<file path="src/rtl/vx_tcu_fedp_seq.sv">
// Issue/collect sequencer for one fused dot-product (FEDP) unit: chains K operand chunks
// through the fixed-latency pipeline, feeding each D back as the next C.
// Optional performance counters are compiled in with `define TCU_FEDP_SEQ_PERF_EN.
module vx_tcu_fedp_seq #(
    parameter int N       = 4,
    parameter int LATENCY = 16,
    parameter int KW      = 8,
    parameter int XLEN    = 32
) (
    input  logic                clk,
    input  logic                reset,
    input  logic                req_valid,
    output logic                req_ready,
    input  logic [2:0]          req_fmt_s,
    input  logic [2:0]          req_fmt_d,
    input  logic [KW-1:0]       req_ksteps,
    input  logic [XLEN-1:0]     req_c_init,
    input  logic                opd_valid,
    output logic                opd_ready,
    input  logic [N*XLEN-1:0]   opd_a,
    input  logic [N*XLEN-1:0]   opd_b,
    output logic                fedp_enable,
    output logic [2:0]          fedp_fmt_s,
    output logic [2:0]          fedp_fmt_d,
    output logic [N*XLEN-1:0]   fedp_a_row,
    output logic [N*XLEN-1:0]   fedp_b_col,
    output logic [XLEN-1:0]     fedp_c_val,
    input  logic [XLEN-1:0]     fedp_d_val,
    output logic                rsp_valid,
    input  logic                rsp_ready,
    output logic [XLEN-1:0]     rsp_d
`ifdef TCU_FEDP_SEQ_PERF_EN
    ,
    input  logic                perf_clear,
    output logic [31:0]         perf_busy,
    output logic [31:0]         perf_opd_stall
`endif
);

    localparam int CW = (LATENCY > 1) ? $clog2(LATENCY) : 1;

    generate
        if (LATENCY < 1) begin : g_bad_latency
            $error("vx_tcu_fedp_seq: LATENCY must be >= 1");
        end
    endgenerate

    typedef enum logic [1:0] {
        ST_IDLE  = 2'd0,
        ST_ISSUE = 2'd1,
        ST_WAIT  = 2'd2,
        ST_DONE  = 2'd3
    } state_t;

    state_t           state_r, state_nxt_s;
    logic [2:0]       fmt_s_r, fmt_s_nxt_s;
    logic [2:0]       fmt_d_r, fmt_d_nxt_s;
    logic [KW-1:0]    k_rem_r, k_rem_nxt_s;
    logic [XLEN-1:0]  acc_r, acc_nxt_s;
    logic [CW-1:0]    wait_cnt_r, wait_cnt_nxt_s;

    // State and datapath register update
    always_ff @(posedge clk) begin
        if (reset) begin
            state_r    <= ST_IDLE;
            fmt_s_r    <= 3'd0;
            fmt_d_r    <= 3'd0;
            k_rem_r    <= {KW{1'b0}};
            acc_r      <= {XLEN{1'b0}};
            wait_cnt_r <= {CW{1'b0}};
        end else begin
            state_r    <= state_nxt_s;
            fmt_s_r    <= fmt_s_nxt_s;
            fmt_d_r    <= fmt_d_nxt_s;
            k_rem_r    <= k_rem_nxt_s;
            acc_r      <= acc_nxt_s;
            wait_cnt_r <= wait_cnt_nxt_s;
        end
    end

    // Next-state and next-datapath logic
    always_comb begin
        state_nxt_s    = state_r;
        fmt_s_nxt_s    = fmt_s_r;
        fmt_d_nxt_s    = fmt_d_r;
        k_rem_nxt_s    = k_rem_r;
        acc_nxt_s      = acc_r;
        wait_cnt_nxt_s = wait_cnt_r;
        case (state_r)
            ST_IDLE: begin
                if (req_valid) begin
                    fmt_s_nxt_s = req_fmt_s;
                    fmt_d_nxt_s = req_fmt_d;
                    k_rem_nxt_s = req_ksteps;
                    acc_nxt_s   = req_c_init;
                    // A zero-step job answers with c_init and never touches the FEDP
                    if (req_ksteps == {KW{1'b0}}) begin
                        state_nxt_s = ST_DONE;
                    end else begin
                        state_nxt_s = ST_ISSUE;
                    end
                end else begin
                    state_nxt_s = ST_IDLE;
                end
            end
            ST_ISSUE: begin
                if (opd_valid) begin
                    wait_cnt_nxt_s = CW'(LATENCY - 1);
                    k_rem_nxt_s    = k_rem_r - KW'(1);
                    state_nxt_s    = ST_WAIT;
                end else begin
                    state_nxt_s = ST_ISSUE;
                end
            end
            ST_WAIT: begin
                if (wait_cnt_r == {CW{1'b0}}) begin
                    acc_nxt_s = fedp_d_val;
                    if (k_rem_r == {KW{1'b0}}) begin
                        state_nxt_s = ST_DONE;
                    end else begin
                        state_nxt_s = ST_ISSUE;
                    end
                end else begin
                    wait_cnt_nxt_s = wait_cnt_r - CW'(1);
                end
            end
            ST_DONE: begin
                if (rsp_ready) begin
                    state_nxt_s = ST_IDLE;
                end else begin
                    state_nxt_s = ST_DONE;
                end
            end
            default: begin
                state_nxt_s = ST_IDLE;
            end
        endcase
    end

    // Handshakes and FEDP controls are decoded straight from registered state
    assign req_ready   = (state_r == ST_IDLE);
    assign opd_ready   = (state_r == ST_ISSUE);
    assign rsp_valid   = (state_r == ST_DONE);
    assign fedp_enable = (state_r == ST_ISSUE) || (state_r == ST_WAIT);
    assign fedp_fmt_s  = fmt_s_r;
    assign fedp_fmt_d  = fmt_d_r;
    assign fedp_c_val  = acc_r;
    assign fedp_a_row  = opd_a;
    assign fedp_b_col  = opd_b;
    assign rsp_d       = acc_r;

`ifdef TCU_FEDP_SEQ_PERF_EN
    logic [31:0] perf_busy_r;
    logic [31:0] perf_opd_stall_r;

    // Saturating busy / operand-stall counters; clear wins over increment
    always_ff @(posedge clk) begin
        if (reset || perf_clear) begin
            perf_busy_r      <= 32'd0;
            perf_opd_stall_r <= 32'd0;
        end else begin
            if ((state_r != ST_IDLE) && (perf_busy_r != 32'hFFFF_FFFF)) begin
                perf_busy_r <= perf_busy_r + 32'd1;
            end else begin
                perf_busy_r <= perf_busy_r;
            end
            if ((state_r == ST_ISSUE) && !opd_valid && (perf_opd_stall_r != 32'hFFFF_FFFF)) begin
                perf_opd_stall_r <= perf_opd_stall_r + 32'd1;
            end else begin
                perf_opd_stall_r <= perf_opd_stall_r;
            end
        end
    end

    assign perf_busy      = perf_busy_r;
    assign perf_opd_stall = perf_opd_stall_r;
`endif

endmodule

</file>
<file path="config.mk">
export PLATFORM = sky130hd
export DESIGN_NAME = vx_tcu_fedp_seq
export DESIGN_NICKNAME = d
export VERILOG_FILES = /design/src/rtl/vx_tcu_fedp_seq.sv
export SDC_FILE = /design/constraint.sdc
export NUM_CORES = 1
export LEC_CHECK = 0
export CAP_MARGIN = 20
export CORE_AREA = 4 4 259 261
export CTS_BUF_LIST = sky130_fd_sc_hd__clkbuf_8
export DETAILED_ROUTE_END_ITERATION = 16
export DIE_AREA = 0 0 263 265
export GPL_TIMING_DRIVEN = 0
export PLACE_DENSITY_LB_ADDON = 0.15
export SLEW_MARGIN = 20
export SYNTH_ARGS = -nofsm -noshare
export SYNTH_HDL_FRONTEND = slang
export SYNTH_SLANG_ARGS = --single-unit
</file>
<file path="constraint.sdc">
create_clock -name clk -period 4.3 [get_ports clk]
set_input_delay 0.43 -clock clk [delete_from_list [all_inputs] [get_ports clk]]
set_output_delay 0.43 -clock clk [all_outputs]
set_load 0.05 [all_outputs]
</file>
# Word level (Yosys, flattened, before mapping)
# Cells that the tools add are included.
[op_classes] n_addsub=2 multipliers=0 div_mod_pow=0 magnitude_cmp=0 eq_ne=7 shifts=0 n_mux=16 n_bitwise=0 n_reduce_logical=12
[ops] operator="32-bit two-way mux" count=2
[ops] operator="32-bit case mux with 2 select lines" count=1
[ops] operator="8-bit zero test" count=2
[ops] operator="8-bit two-way mux" count=2
[ops] operator="8-bit case mux with 2 select lines" count=1
[ops] operator="2-bit two-way mux" count=6
[ops] operator="3-bit AND reduction" count=3
[ops] operator="4-bit two-way mux" count=2
[ops] operator="2-bit inequality test, second input constant" count=4
[ops] operator="2-bit case mux with 4 select lines" count=1
[ops] operator="4-bit case mux with 2 select lines" count=1
[ops] operator="8-bit by 1-bit subtractor with 8-bit output, second input constant" count=1
[ops] operator="2-bit nonzero test" count=3
[ops] operator="2-bit equality test, second input constant" count=2
[ops] operator="4-bit zero test" count=1
[ops] operator="4-bit by 1-bit subtractor with 4-bit output, second input constant" count=1
[ops] operator="2-bit by 1-bit equality test with 1-bit output, second input constant" count=1
[ops] operator="2-bit zero test" count=1
[ops] operator="2-bit AND reduction" count=1
[ops] operator="1-bit logical OR" count=1
[word_totals] ff_bits=52 latchBits=0 ram_bits=0 rom_bits=0 input_bits=339 out_inout_bits=330 wordCells=43 mem_count=0

# Longest topological paths before layout
# Gate-level depths: netlist of the first run.
[depth] ltp_word=4 depth_mapped=8 mapped_depth_nobuf=6

# Worst setup path before layout of the first run
# No wires, ideal clock.
[synth_timing] path_kind="register to register" start="reg state_r[1]" end="reg k_rem_r[1]" setup_time_ns=0.087 t_arrival_ns=1.962 required_ns=4.213 path_slack_ns=2.252 path_stages_with_launch=9 n_path_buf=2 period_less_slack_ns=2.048 cell_sequence="dfxtp_1 inv_1 ha_1 clkbuf_1 nand2b_1 o211ai_1 clkbuf_1 nor2_1 a211oi_1"
[synth_between] elab_chain_len=3 word_cells_on_any_way=7 cone_classes="3 x eq/ne; 1 x mux; 3 x reduce/logical"
[synth_lines] element="from (decl)" line="55" text="state_t state_r, state_nxt_s;"
[synth_lines] element="from (signal assigned)" line="72" text="state_r <= state_nxt_s;"
[synth_lines] element="2-bit by 1-bit equality test with 1-bit output (*)"
[synth_lines] element="net opd_ready" line="19" text="output logic opd_ready,"
[synth_lines] element="2-bit inequality test (no source line) / 2-bit nonzero test (equally long branches)"
[synth_lines] element="3-bit AND reduction (no source line)"
[synth_lines] element="to (signal assigned)" line="68" text="k_rem_r <= {KW{1'b0}};"
[synth_lines] element="to (signal assigned)" line="75" text="k_rem_r <= k_rem_nxt_s;"
[synth_lines] element="to (decl)" line="58" text="logic [KW-1:0] k_rem_r, k_rem_nxt_s;"
# The timed path passes the listed nets; every way through them passes the cells marked *.
# A chain may end at the register's enable or synchronous reset.

# Worst setup path in the final report of the first run
[layout_timing] start="reg state_r[0]" end="out fedp_enable"
[layout_between] elab_chain_len=2 word_cells_on_any_way=3 cone_classes="2 x eq/ne; 1 x reduce/logical"
[layout_lines] element="2-bit by 1-bit equality test with 1-bit output / 2-bit equality test (equally long branches)" line="144" text="assign fedp_enable = (state_r == ST_ISSUE) || (state_r == ST_WAIT);"
[layout_lines] element="1-bit logical OR (*)" line="144"
[layout_lines] element="to (decl)" line="22" text="output logic fedp_enable,"
# Every way passes the cells marked *; elsewhere a longest branch is shown, timed or not.

==> PnR_summary.wiki, run 1 <==
{| class="wikitable"
! Metric !! Value
|-
| Seq cells post-synth || 52
|-
| Reg power frac || approximately 22%
|-
| Area overhead of the layout relative to synthesis || 108%
|-
| Number of resized instances in the post-cts repair step || 0
|-
| Share of flip-flops with an asynchronous set or reset after synthesis || 0%
|-
| Antenna diode instance count || 0
|-
| R2r setup slk || 2.01 ns
|-
| Wire length of the first global-routing pass || ~39 mm
|-
| Area post-placement || slightly above 10000 um2
|-
| Total via count after detailed routing || between 5000 and 6000
|-
| Fin nets || between 1000 and 1500
|-
| Utilization after layout || between 15 and 20%
|-
| Net Sw Power || approximately 1300 uW
|-
| Critical setup path kind || reg -> out
|-
| Fraction of synthesized cell area taken by the top area cell type || between 40% and 50%
|-
| Max_slew headroom || between 30% and 40%
|-
| Total of endpoints with negative setup slack in the final report || 0
|-
| Starting density of the core || 7.61%
|-
| Number of rows created at floorplan || just over 90
|-
| Worst endpoint required time || ~3.9 ns
|-
| Post-detailed-routing wire length || 28.3 mm
|-
| LEAKAGE || 0.00396 uW
|-
| Fraction of power consumed by the clock network || 12.9%
|-
| List of cells traversed by the critical path || inv_1 -> ha_1 -> clkdlybuf4s50_1
|-
| Power Density || 265 nW/um2
|-
| Cell family contributing the most delay on the critical path || buffers and inverters
|-
| Post-CTS setup buffer count || 0
|-
| Setup Total Neg Slack || 0 ns
|-
| Max Clk Rate || 402 MHz
|-
| First DRT Iteration DRCs || about 110
|-
| Final count of pins violating max slew || 0
|-
| Total non-filler cell area in the finished layout || between 10000 and 15000 um2
|-
| Cell at the root of the clock tree || sky130_fd_sc_hd__clkbuf_8
|-
| Number of global-route vias before repair || about 5600
|-
| Slew @ Worst Pin || about 1.0 ns
|-
| Min-Delay Path Class || reg -> reg
|-
| Vias per Instance || 2.76
|-
| Deepest level of the CTS H-tree || 2
|-
| Worst clock skew || around 0.013 ns
|-
| Die Width || approximately 260 um
|-
| Unrepaired setup endpoints after global routing || false
|-
| Count of mapped cells out of synthesis || 581
|-
| Number of detailed-route iterations in the first pass || 4
|-
| I/O pin count || between 600 and 700
|-
| WL per Instance || ~15 um
|-
| Clock tree from TritonCTS || built
|-
| Int Power || roughly 1400 uW
|-
| TritonCTS Buffers || 5
|-
| Post-route fraction of the period consumed by the critical path || just under 60%
|-
| Count of unresolved DRC violations after routing || 0
|-
| Number of flops mapped to enable cells by yosys || 0
|-
| Data arrival time of the critical path || 2.06 ns
|-
| Clock sink count || between 50 and 60
|-
| Fraction of the yosys area taken by sequential cells || a little over a fifth
|-
| Maximum number of pins on one net before global-route repair || 17
|-
| Max VDD drop || between 0.0001 and 0.00015 V
|-
| Aggregate global routing overflow || 0
|-
| Comb power frac || between 60% and 70%
|-
| Leading cell types by total area after synthesis || sky130_fd_sc_hd__buf_4, sky130_fd_sc_hd__dfxtp_1, sky130_fd_sc_hd__a211oi_2
|-
| # hold bufs at CTS || 0
|-
| Number of port buffers || just over 400
|-
| Power after layout || 2690 uW
|-
| Clock input transition at the sequential cells of the worst setup and hold paths || 0.12 ns
|-
| Height of the die || ~270 um
|-
| Stage delay of the slowest cell on the critical path || ~0.9 ns
|-
| Average footprint of a synthesized cell || 8.44 um2
|-
| Top_reg_cell synth || sky130_fd_sc_hd__dfxtp_1
|-
| DIE AREA || 69700 um2
|-
| Initial antenna violation count || 1
|-
| Sum of net half-perimeters after detailed placement || 24.7 mm
|-
| Result of the run || finished clean
|-
| Netlist Area Pre-Place || ~4900 um2
|-
| Distinct cells, synth || 38
|-
| Fraction of power spent switching nets || between 40% and 50%
|-
| Number of violations of the max-capacitance limit || 0
|-
| Clock Path Buffers || 2
|-
| Maximum fanout along the worst path || 4
|-
| Final GP Congestion || around 0.74
|-
| Number of buffer and inverter instances along the worst setup path || 2
|-
| Net Count, Synth || about 900
|-
| Floorplan core area || about 64000 um2
|-
| Total of warnings raised by yosys || 0
|-
| Antenna-violating nets left || 0
|-
| Startpoint kind of the worst setup timing path || flip-flop
|-
| Worst hold-check slack || 0.466 ns
|-
| Largest area contributor in the synthesized netlist || sky130_fd_sc_hd__buf_4
|-
| Total routing usage reported by global routing || roughly 7.5%
|-
| Crit end category || output port
|-
| Slowest library cell on the worst path || sky130_fd_sc_hd__clkdlybuf4s50_1
|-
| Final Hold Violating Endpoints || 0
|-
| Clock latency at the later pin of the worst-skew pair || about 0.37 ns
|-
| Final critical path time including I/O delays and setup || between 2 and 2.5 ns
|-
| Fraction of final layout cells with drive strength greater than 1 || 33.8%
|}
==> path summary, 6_finish.rpt <==
kind,cells after the start,end,from
min reg2reg,2,fedp_fmt_s[1]$_SDFFE_PP0P_,fedp_fmt_s[1]$_SDFFE_PP0P_
max reg2reg,8,k_rem_r[1]$_SDFFE_PP0P_,state_r[1]$_SDFFE_PP0P_
min,2,fedp_fmt_s[1]$_SDFFE_PP0P_,fedp_fmt_s[1]$_SDFFE_PP0P_
max,3,fedp_enable,state_r[0]$_SDFFE_PP0P_
==> worst min-delay path, stage by stage (launching register included) <==
cell and delay [ns]:
sky130_fd_sc_hd__dfxtp_1 0.33, sky130_fd_sc_hd__nand2_1 0.05, sky130_fd_sc_hd__a21oi_1 0.05
==> cell type report <==
class	instances	area [um2]
Buffer	311	2290
Clock buffer	6	82.6
Clock inverter	2	15.0
Fill cell	7349	54300
Inverter	9	33.8
Multi-Input combinational cell	209	1540
Sequential cell	52	1040
Tap cell	855	1070
Timing Repair Buffer	410	4100
==> placed cells by master (no fill, tap or decap), types with 2 or more instances in the layout <==
cell type / instances
sky130_fd_sc_hd__a211oi_1: 6
sky130_fd_sc_hd__a211oi_2: 28
sky130_fd_sc_hd__a21oi_1: 15
sky130_fd_sc_hd__a31oi_1: 4
sky130_fd_sc_hd__buf_2: 5
sky130_fd_sc_hd__buf_4: 291
sky130_fd_sc_hd__buf_6: 3
sky130_fd_sc_hd__clkbuf_1: 12
sky130_fd_sc_hd__clkbuf_8: 6
sky130_fd_sc_hd__clkdlybuf4s50_1: 410
sky130_fd_sc_hd__clkinvlp_4: 2
sky130_fd_sc_hd__dfxtp_1: 52
sky130_fd_sc_hd__ha_1: 7
sky130_fd_sc_hd__inv_1: 9
sky130_fd_sc_hd__mux2i_1: 33
sky130_fd_sc_hd__nand2_1: 14
sky130_fd_sc_hd__nand2b_1: 10
sky130_fd_sc_hd__nand3_1: 8
sky130_fd_sc_hd__nand4_1: 3
sky130_fd_sc_hd__nor2_1: 39
sky130_fd_sc_hd__nor2b_1: 8
sky130_fd_sc_hd__nor3_1: 6
sky130_fd_sc_hd__nor3b_1: 2
sky130_fd_sc_hd__nor4_1: 3
sky130_fd_sc_hd__o211ai_1: 2
sky130_fd_sc_hd__o21ai_0: 4
sky130_fd_sc_hd__o32ai_1: 3
==> layer usage <==
| metal | vias up | GRT usage (%) | routed length (um) |
|---|---|---|---|
| met5 | - | 0 | 13 |
| met2 | 289 | 14.7 | 15800 |
| met3 | 10 | 2.29 | 2010 |
| met1 | 2351 | 7.96 | 10300 |
| met4 | 2 | 1.55 | 233 |
| li1 | 2470 | - | - |
==> cell families (layout without fill, tap and decap cells) <==
group | after synthesis | in the layout | synth area share [%]
AOI/OAI and AO/OA | 71 | 71 | 13.2
xor gates and xnor gates | 1 | 1 | 0.179
adders and majority gates | 7 | 7 | 1.79
buffers and inverters | 320 | 738 | 47.4
DFF | 52 | 52 | 21.2
muxes | 33 | 33 | 6.74
and+or+nand+nor | 97 | 97 | 9.54
==> synth_stat cells (4+ instances only) <==
cell type and number:
sky130_fd_sc_hd__a21oi_1 15, sky130_fd_sc_hd__a211oi_2 28, sky130_fd_sc_hd__nand2_1 14, sky130_fd_sc_hd__ha_1 7, sky130_fd_sc_hd__buf_4 291, sky130_fd_sc_hd__dfxtp_1 52
sky130_fd_sc_hd__nor2_1 39, sky130_fd_sc_hd__clkbuf_1 12, sky130_fd_sc_hd__nor3_1 6, sky130_fd_sc_hd__nand3_1 8, sky130_fd_sc_hd__buf_2 5, sky130_fd_sc_hd__mux2i_1 33
sky130_fd_sc_hd__nand2b_1 10, sky130_fd_sc_hd__o21ai_0 4, sky130_fd_sc_hd__nor2b_1 8, sky130_fd_sc_hd__a31oi_1 4, sky130_fd_sc_hd__inv_1 9, sky130_fd_sc_hd__a211oi_1 6
==> stage by stage <==
step                worst slack [ns]  cells
global route                    1.67   1854
detailed placement              1.91   1846
global placement                1.93   1846
finish                          1.81   1854
floorplan                       2.25    581
CTS                             1.71   1854
==> state kept, by name (all words and copies together), names as in the netlist <==
signal      flops
fedp_c_val     32
k_rem_r         8
wait_cnt_r      4
fedp_fmt_d      3
fedp_fmt_s      3
state_r         2
==> power by group through the flow <==
stage                     Combinational [uW]  Clock, uW  Sequential, uW
final                                   1750        347             594
after global routing                    1830        406             606
after CTS                               1780        400             599
after detailed placement                1770          0             609
after global placement                  1780          0             608
after floorplan                         1070          0             721
No activity file was read; power rests on OpenSTA's default activity.
==> run 2: changes to the inputs <==
--- a/config.mk
+++ b/config.mk
@@ -6,10 +6,10 @@
 export NUM_CORES = 1
 export LEC_CHECK = 0
 export CAP_MARGIN = 20
-export CORE_AREA = 4 4 259 261
+export CORE_AREA = 4 4 261 263
 export CTS_BUF_LIST = sky130_fd_sc_hd__clkbuf_8
 export DETAILED_ROUTE_END_ITERATION = 16
-export DIE_AREA = 0 0 263 265
+export DIE_AREA = 0 0 265 267
 export GPL_TIMING_DRIVEN = 0
 export PLACE_DENSITY_LB_ADDON = 0.15
 export SLEW_MARGIN = 20
==> constraint.sdc (replaced) <==
create_clock -name clk -period 2.4 [get_ports clk]
set_input_delay 0.24 -clock clk [delete_from_list [all_inputs] [get_ports clk]]
set_output_delay 0.24 -clock clk [all_outputs]
set_load 0.05 [all_outputs]
==> PnR_summary.wiki, run 2 (same netlist as run 1, synthesis figures left out) <==
{| class="wikitable"
! Metric !! Value
|-
| Result of the run || finished clean
|-
| Maximum fanout along the worst path || 4
|-
| Slew @ Worst Pin || approximately 0.91 ns
|-
| Final critical path time including I/O delays and setup || 2.23 ns
|-
| Post-detailed-routing wire length || 26.8 mm
|-
| Data arrival time of the critical path || between 1.5 and 2 ns
|-
| Worst clock skew || between 0.01 and 0.015 ns
|-
| Number of flip-flops under the largest register name || 32
|-
| Total of endpoints with negative setup slack in the final report || 0
|-
| DIE AREA || roughly 71000 um2
|-
| Clock tree from TritonCTS || built
|-
| Number of rows created at floorplan || 94
|-
| Antenna diode instance count || 0
|-
| Utilization after layout || around 16%
|-
| Number of global-route vias before repair || 5296
|-
| Maximum number of pins on one net before global-route repair || 19
|-
| Number of cells on the worst hold path || 3
|-
| Most used cells in the layout excluding fill and tap cells || sky130_fd_sc_hd__clkdlybuf4s50_1, sky130_fd_sc_hd__buf_4, sky130_fd_sc_hd__dfxtp_1
|-
| Most common cell after layout, fill and taps aside || sky130_fd_sc_hd__clkdlybuf4s50_1
|-
| Starting density of the core || under 10%
|-
| FF/Latch Area || 1040 um2
|-
| R2r setup slk || 0.26 ns
|-
| Vias per Instance || 2.70
|-
| Aggregate global routing overflow || 0
|-
| Worst Hold End || fedp_fmt_s[0]$_SDFFE_PP0P_
|-
| Area overhead of the layout relative to synthesis || 108%
|-
| Number of fill cells || 7482
|-
| Reg2reg start || state_r[0]$_SDFFE_PP0P_
|-
| Max VDD drop || ~0.00023 V
|-
| Setup WS post-layout || ~0.17 ns
|-
| Worst endpoint required time || approximately 2.2 ns
|-
| Max Clk Rate || between 400 and 500 MHz
|-
| Total via count after detailed routing || 5041
|-
| Worst Setup Slack post-DPL || -0.0528 ns
|-
| Floorplan core area || about 66000 um2
|-
| Clock sink count || 52
|-
| Final GP Congestion || slightly above 0.7
|-
| Power Density || roughly 470 nW/um2
|-
| Startpoint kind of the worst setup timing path || flip-flop
|-
| Final Hold Violating Endpoints || 0
|-
| Count of unresolved DRC violations after routing || 0
|-
| Worst hold-check slack || between 0.3 and 0.4 ns
|-
| Total routing usage reported by global routing || under 10%
|-
| # hold bufs at CTS || 0
|-
| LEAKAGE || 0.00399 uW
|-
| Min-Delay Path Class || in -> reg
|-
| R2R Path End || fedp_c_val[15]$_SDFFE_PP0P_
|-
| Launch instance of the worst min-delay path || req_valid
|-
| Clock Path Buffers || 2
|-
| Fin nets || around 1300
|-
| Antenna-violating nets left || 0
|-
| Crit end category || output port
|-
| Deepest level of the CTS H-tree || 2
|-
| Height of the die || approximately 270 um
|-
| Initial antenna violation count || 4
|-
| TritonCTS Buffers || 5
|-
| Clock input transition at the sequential cells of the worst setup and hold paths || around 0.13 ns
|-
| Unrepaired setup endpoints after global routing || true
|-
| I/O pin count || between 600 and 700
|-
| WL per Instance || roughly 14 um
|-
| Number of detailed-route iterations in the first pass || 4
|-
| Sum of net half-perimeters after detailed placement || approximately 23 mm
|-
| Multi-input gate area || 1540 um2
|-
| Post-route fraction of the period consumed by the critical path || around 93%
|-
| Number of violations of the max-capacitance limit || 0
|-
| First DRT Iteration DRCs || between 80 and 90
|-
| Critical setup path kind || reg -> out
|-
| Max_slew headroom || between 30% and 40%
|-
| Number of port buffers || roughly 400
|-
| Clock latency at the later pin of the worst-skew pair || 0.37 ns
|-
| Register-to-Register Path Depth || 7
|-
| Fraction of final layout cells with drive strength greater than 1 || between 30% and 40%
|-
| Final count of pins violating max slew || 0
|-
| Cell at the root of the clock tree || sky130_fd_sc_hd__clkbuf_8
|-
| Die Width || between 200 and 300 um
|-
| Wire length of the first global-routing pass || between 30 and 40 mm
|}
==> run 2: report_power, final <==
group | internal, uW | leakage (uW) | switching [uW]
sequential | 966 | 0.000430 | 89.3
clock | 215 | 0.0000452 | 411
combinational | 1240 | 0.00352 | 1900
total | 2420 | 0.00399 | 2400
==> run 2: routing by layer <==
layer	track usage [%]	vias up	wire, um	part of all wire (%)
met4	1.24	4	234	0.87
met5	0	-	14	0.052
li1	-	2470	-	-
met3	2.09	14	1850	6.9
met1	7.55	2295	9860	37
met2	12.9	258	14800	55
==> run 2: worst max-delay path: stages, from the launching register on <==
cell	delay (ns)
sky130_fd_sc_hd__dfxtp_1	0.42
sky130_fd_sc_hd__inv_1	0.08
sky130_fd_sc_hd__ha_1	0.29
sky130_fd_sc_hd__clkdlybuf4s50_1	0.83
==> run 2: layout make-up <==
type / instances / area share [%]
Tap cell: 864 / 10.6
Sequential cell: 52 / 10.2
Inverter: 9 / 0.330
Clock buffer: 5 / 0.673
Clock inverter: 3 / 0.245
Multi-Input combinational cell: 209 / 15.1
Buffer: 311 / 22.4
Timing Repair Buffer: 413 / 40.5
==> run 2: worst max path at each step <==
| stage | from | endpoint | slack (ns) | cells past startpoint |
|---|---|---|---|---|
| floorplan | state_r[1]$_SDFFE_PP0P_ | k_rem_r[1]$_SDFFE_PP0P_ | 0.35 | 8 |
| global placement | state_r[0]$_SDFFE_PP0P_ | fedp_c_val[2]$_SDFFE_PP0P_ | -0.05 | 6 |
| detailed placement | state_r[0]$_SDFFE_PP0P_ | fedp_c_val[3]$_SDFFE_PP0P_ | -0.05 | 6 |
| CTS | state_r[1]$_SDFFE_PP0P_ | req_ready | 0.02 | 3 |
| global route | state_r[1]$_SDFFE_PP0P_ | k_rem_r[1]$_SDFFE_PP0P_ | -0.01 | 8 |
| finish | state_r[1]$_SDFFE_PP0P_ | fedp_enable | 0.17 | 3 |
==> run 2: per-stage QoR <==
| step | cell area, um2 | setup TNS, ns | power [uW] | instances |
|---|---|---|---|---|
| 6_report | 10200 | 0 | 4820 | 1866 |
| 5_1_grt | 10200 | -0.0112 | 5110 | 1866 |
| 4_1_cts | 10200 | 0 | 4970 | 1866 |
| 3_5_place_dp | 10100 | -0.614 | 4250 | 1855 |
| 3_3_place_gp | 10100 | -0.910 | 4250 | 1855 |
| 2_1_floorplan | 4900 | 0 | 3200 | 581 |
==> run 2: timing repair <==
action | 4_1_cts | 5_1_grt
pin swaps | 1 | 0
setup endpoints to repair | 30 | 4
setup buffers | 3 | 0
gates resized for setup | 1 | 3
==> run 3: changes to the inputs <==
--- a/config.mk
+++ b/config.mk
@@ -10,6 +10,7 @@
 export CTS_BUF_LIST = sky130_fd_sc_hd__clkbuf_8
 export DETAILED_ROUTE_END_ITERATION = 16
 export DIE_AREA = 0 0 265 267
+export DONT_BUFFER_PORTS = 1
 export GPL_TIMING_DRIVEN = 0
 export PLACE_DENSITY_LB_ADDON = 0.15
 export SLEW_MARGIN = 20
==> PnR_summary.wiki, run 3 (same netlist as run 1, synthesis figures left out) <==
{| class="wikitable"
! Metric !! Value
|-
| Result of the run || finished clean
|-
| Number of global-route vias before repair || roughly 3600
|-
| Data arrival time of the critical path || about 2.4 ns
|-
| Maximum number of pins on one net before global-route repair || 19
|-
| LEAKAGE || 0.00245 uW
|-
| Met1 GRT Util || 6.34%
|-
| Area overhead of the layout relative to synthesis || 26.8%
|-
| Power Density || 656 nW/um2
|-
| Number of flip-flops under the largest register name || 32
|-
| Initial antenna violation count || 1
|-
| Final Hold Violating Endpoints || 0
|-
| Final critical path time including I/O delays and setup || around 2.2 ns
|-
| Total routing usage reported by global routing || about 5.4%
|-
| Total non-filler cell area in the finished layout || just over 6000 um2
|-
| I/O pin count || roughly 670
|-
| Antenna-violating nets left || 0
|-
| Number of violations of the max-capacitance limit || 0
|-
| WL per Instance || between 15 and 20 um
|-
| Antenna diode instance count || 0
|-
| Cell at the root of the clock tree || sky130_fd_sc_hd__clkbuf_8
|-
| Starting density of the core || ~7.5%
|-
| Slew @ Worst Pin || roughly 0.96 ns
|-
| Deepest level of the CTS H-tree || 2
|-
| Startpoint of the most critical setup path || state_r[0]$_SDFFE_PP0P_
|-
| Max VDD drop || between 0.0002 and 0.00025 V
|-
| Clock latency at the later pin of the worst-skew pair || 0.37 ns
|-
| Post-detailed-routing wire length || 22.2 mm
|-
| Gr busiest metal || met2
|-
| Worst clock skew || 0.0187 ns
|-
| Clock sink count || 52
|-
| Met3 usage in global routing || 2.00%
|-
| Max_slew headroom || around 36%
|-
| Height of the die || ~270 um
|-
| Int Power || roughly 1800 uW
|-
| Min-Delay Path Class || in -> reg
|-
| Worst hold-check slack || around 0.081 ns
|-
| Die Width || between 200 and 300 um
|-
| Crit end category || flip-flop
|-
| Most used cells in the layout excluding fill and tap cells || sky130_fd_sc_hd__buf_4, sky130_fd_sc_hd__dfxtp_1, sky130_fd_sc_hd__nor2_1
|-
| Number of detailed-route iterations in the first pass || 4
|-
| Total of endpoints with negative setup slack in the final report || 0
|-
| Count of unresolved DRC violations after routing || 0
|-
| Max Clk Rate || approximately 460 MHz
|-
| Clock Path Buffers || 2
|-
| Number of rows created at floorplan || 94
|-
| Launch instance of the worst min-delay path || req_ksteps[0]
|-
| Fraction of final layout cells with drive strength greater than 1 || just under 60%
|-
| Fraction of power consumed by the clock network || 15.3%
|-
| Floorplan core area || 65600 um2
|-
| Most common cell after layout, fill and taps aside || sky130_fd_sc_hd__buf_4
|-
| Clock tree from TritonCTS || built
|-
| Fraction of power spent switching nets || roughly 56%
|-
| Area post-placement || between 5000 and 6000 um2
|-
| Critical setup path kind || reg -> reg
|-
| Comb power frac || approximately 53%
|-
| Worst endpoint required time || between 2 and 3 ns
|-
| Final GP Congestion || 0.672
|-
| Reg2reg start || state_r[0]$_SDFFE_PP0P_
|-
| TritonCTS Buffers || 5
|-
| Wire length of the first global-routing pass || approximately 27 mm
|-
| Unrepaired setup endpoints after global routing || false
|-
| Final count of pins violating max slew || 0
|-
| Met2 usage in global routing || roughly a tenth
|-
| Startpoint kind of the worst setup timing path || flip-flop
|-
| Clock input transition at the sequential cells of the worst setup and hold paths || around 0.14 ns
|-
| Maximum fanout along the worst path || 10
|-
| Total via count after detailed routing || ~3700
|-
| Fin nets || about 940
|-
| Sum of net half-perimeters after detailed placement || about 19 mm
|-
| Post-route fraction of the period consumed by the critical path || about nine tenths
|-
| Net Sw Power || 2290 uW
|-
| Number of port buffers || 0
|-
| Setup Total Neg Slack || 0 ns
|-
| DIE AREA || roughly 71000 um2
|-
| Aggregate global routing overflow || 0
|-
| First DRT Iteration DRCs || 88
|-
| Reg power frac || 32.2%
|-
| Vias per Instance || about 2.5
|}
## run 3: through the flow
stage	cells	util, %	worst slack [ns]	power (uW)
after detailed placement	1445	9.12	-0.572	3470
after CTS	1463	9.44	0.00263	4190
after global routing	1463	9.48	0.0170	4310
after floorplan	581	-	0.352	3200
final	1463	9.48	0.208	4080
after global placement	1445	9.12	-0.603	3480
## run 3: metal layers
layer | vias up | part of all wire [%]
met4 | 0 | 0.89
met2 | 256 | 53
met5 | - | 0
met1 | 1737 | 37
met3 | 6 | 8.8
li1 | 1670 | -
## run 3: worst max-delay path: stages, from the launching register on
cell,delay (ns)
sky130_fd_sc_hd__dfxtp_1,0.40
sky130_fd_sc_hd__inv_1,0.14
sky130_fd_sc_hd__ha_1,0.15
sky130_fd_sc_hd__buf_2,0.20
sky130_fd_sc_hd__clkbuf_4,0.32
sky130_fd_sc_hd__buf_4,0.30
sky130_fd_sc_hd__mux2i_1,0.40
sky130_fd_sc_hd__a211oi_2,0.12
## run 3: repair_timing
item                                    4_1_cts  5_1_grt
endpoints found under the hold margin         7        0
pin swaps                                     1        0
endpoints found under the setup margin       40       36
resized for setup                             4        8
buffers inserted                              3        0
hold buffers                                  7        0
## run 3: worst paths after layout
check                           endpoint  slack (ns)  depth (start not counted)
max reg2reg  fedp_c_val[15]$_SDFFE_PP0P_        0.21                          7
max          fedp_c_val[15]$_SDFFE_PP0P_        0.21                          7
min              k_rem_r[0]$_SDFFE_PP0P_        0.08                          2
min reg2reg      k_rem_r[6]$_SDFFE_PP0P_        0.50                          2
## run 3: final cells by class
class / instances / area [um2]
Timing Repair Buffer: 10 / 105
Multi-Input combinational cell: 209 / 1570
Inverter: 9 / 33.8
Tap cell: 864 / 1080
Sequential cell: 52 / 1040
Clock inverter: 3 / 25.0
Buffer: 311 / 2300
Fill cell: 7663 / 59400
Clock buffer: 5 / 68.8
## run 3: power groups by stage
stage / Clock, uW / Sequential [uW] / Combinational [uW]
final: 624 / 1310 / 2140
after global routing: 732 / 1330 / 2240
after CTS: 710 / 1320 / 2160
after detailed placement: 0 / 1340 / 2130
after global placement: 0 / 1340 / 2140
after floorplan: 0 / 1290 / 1910
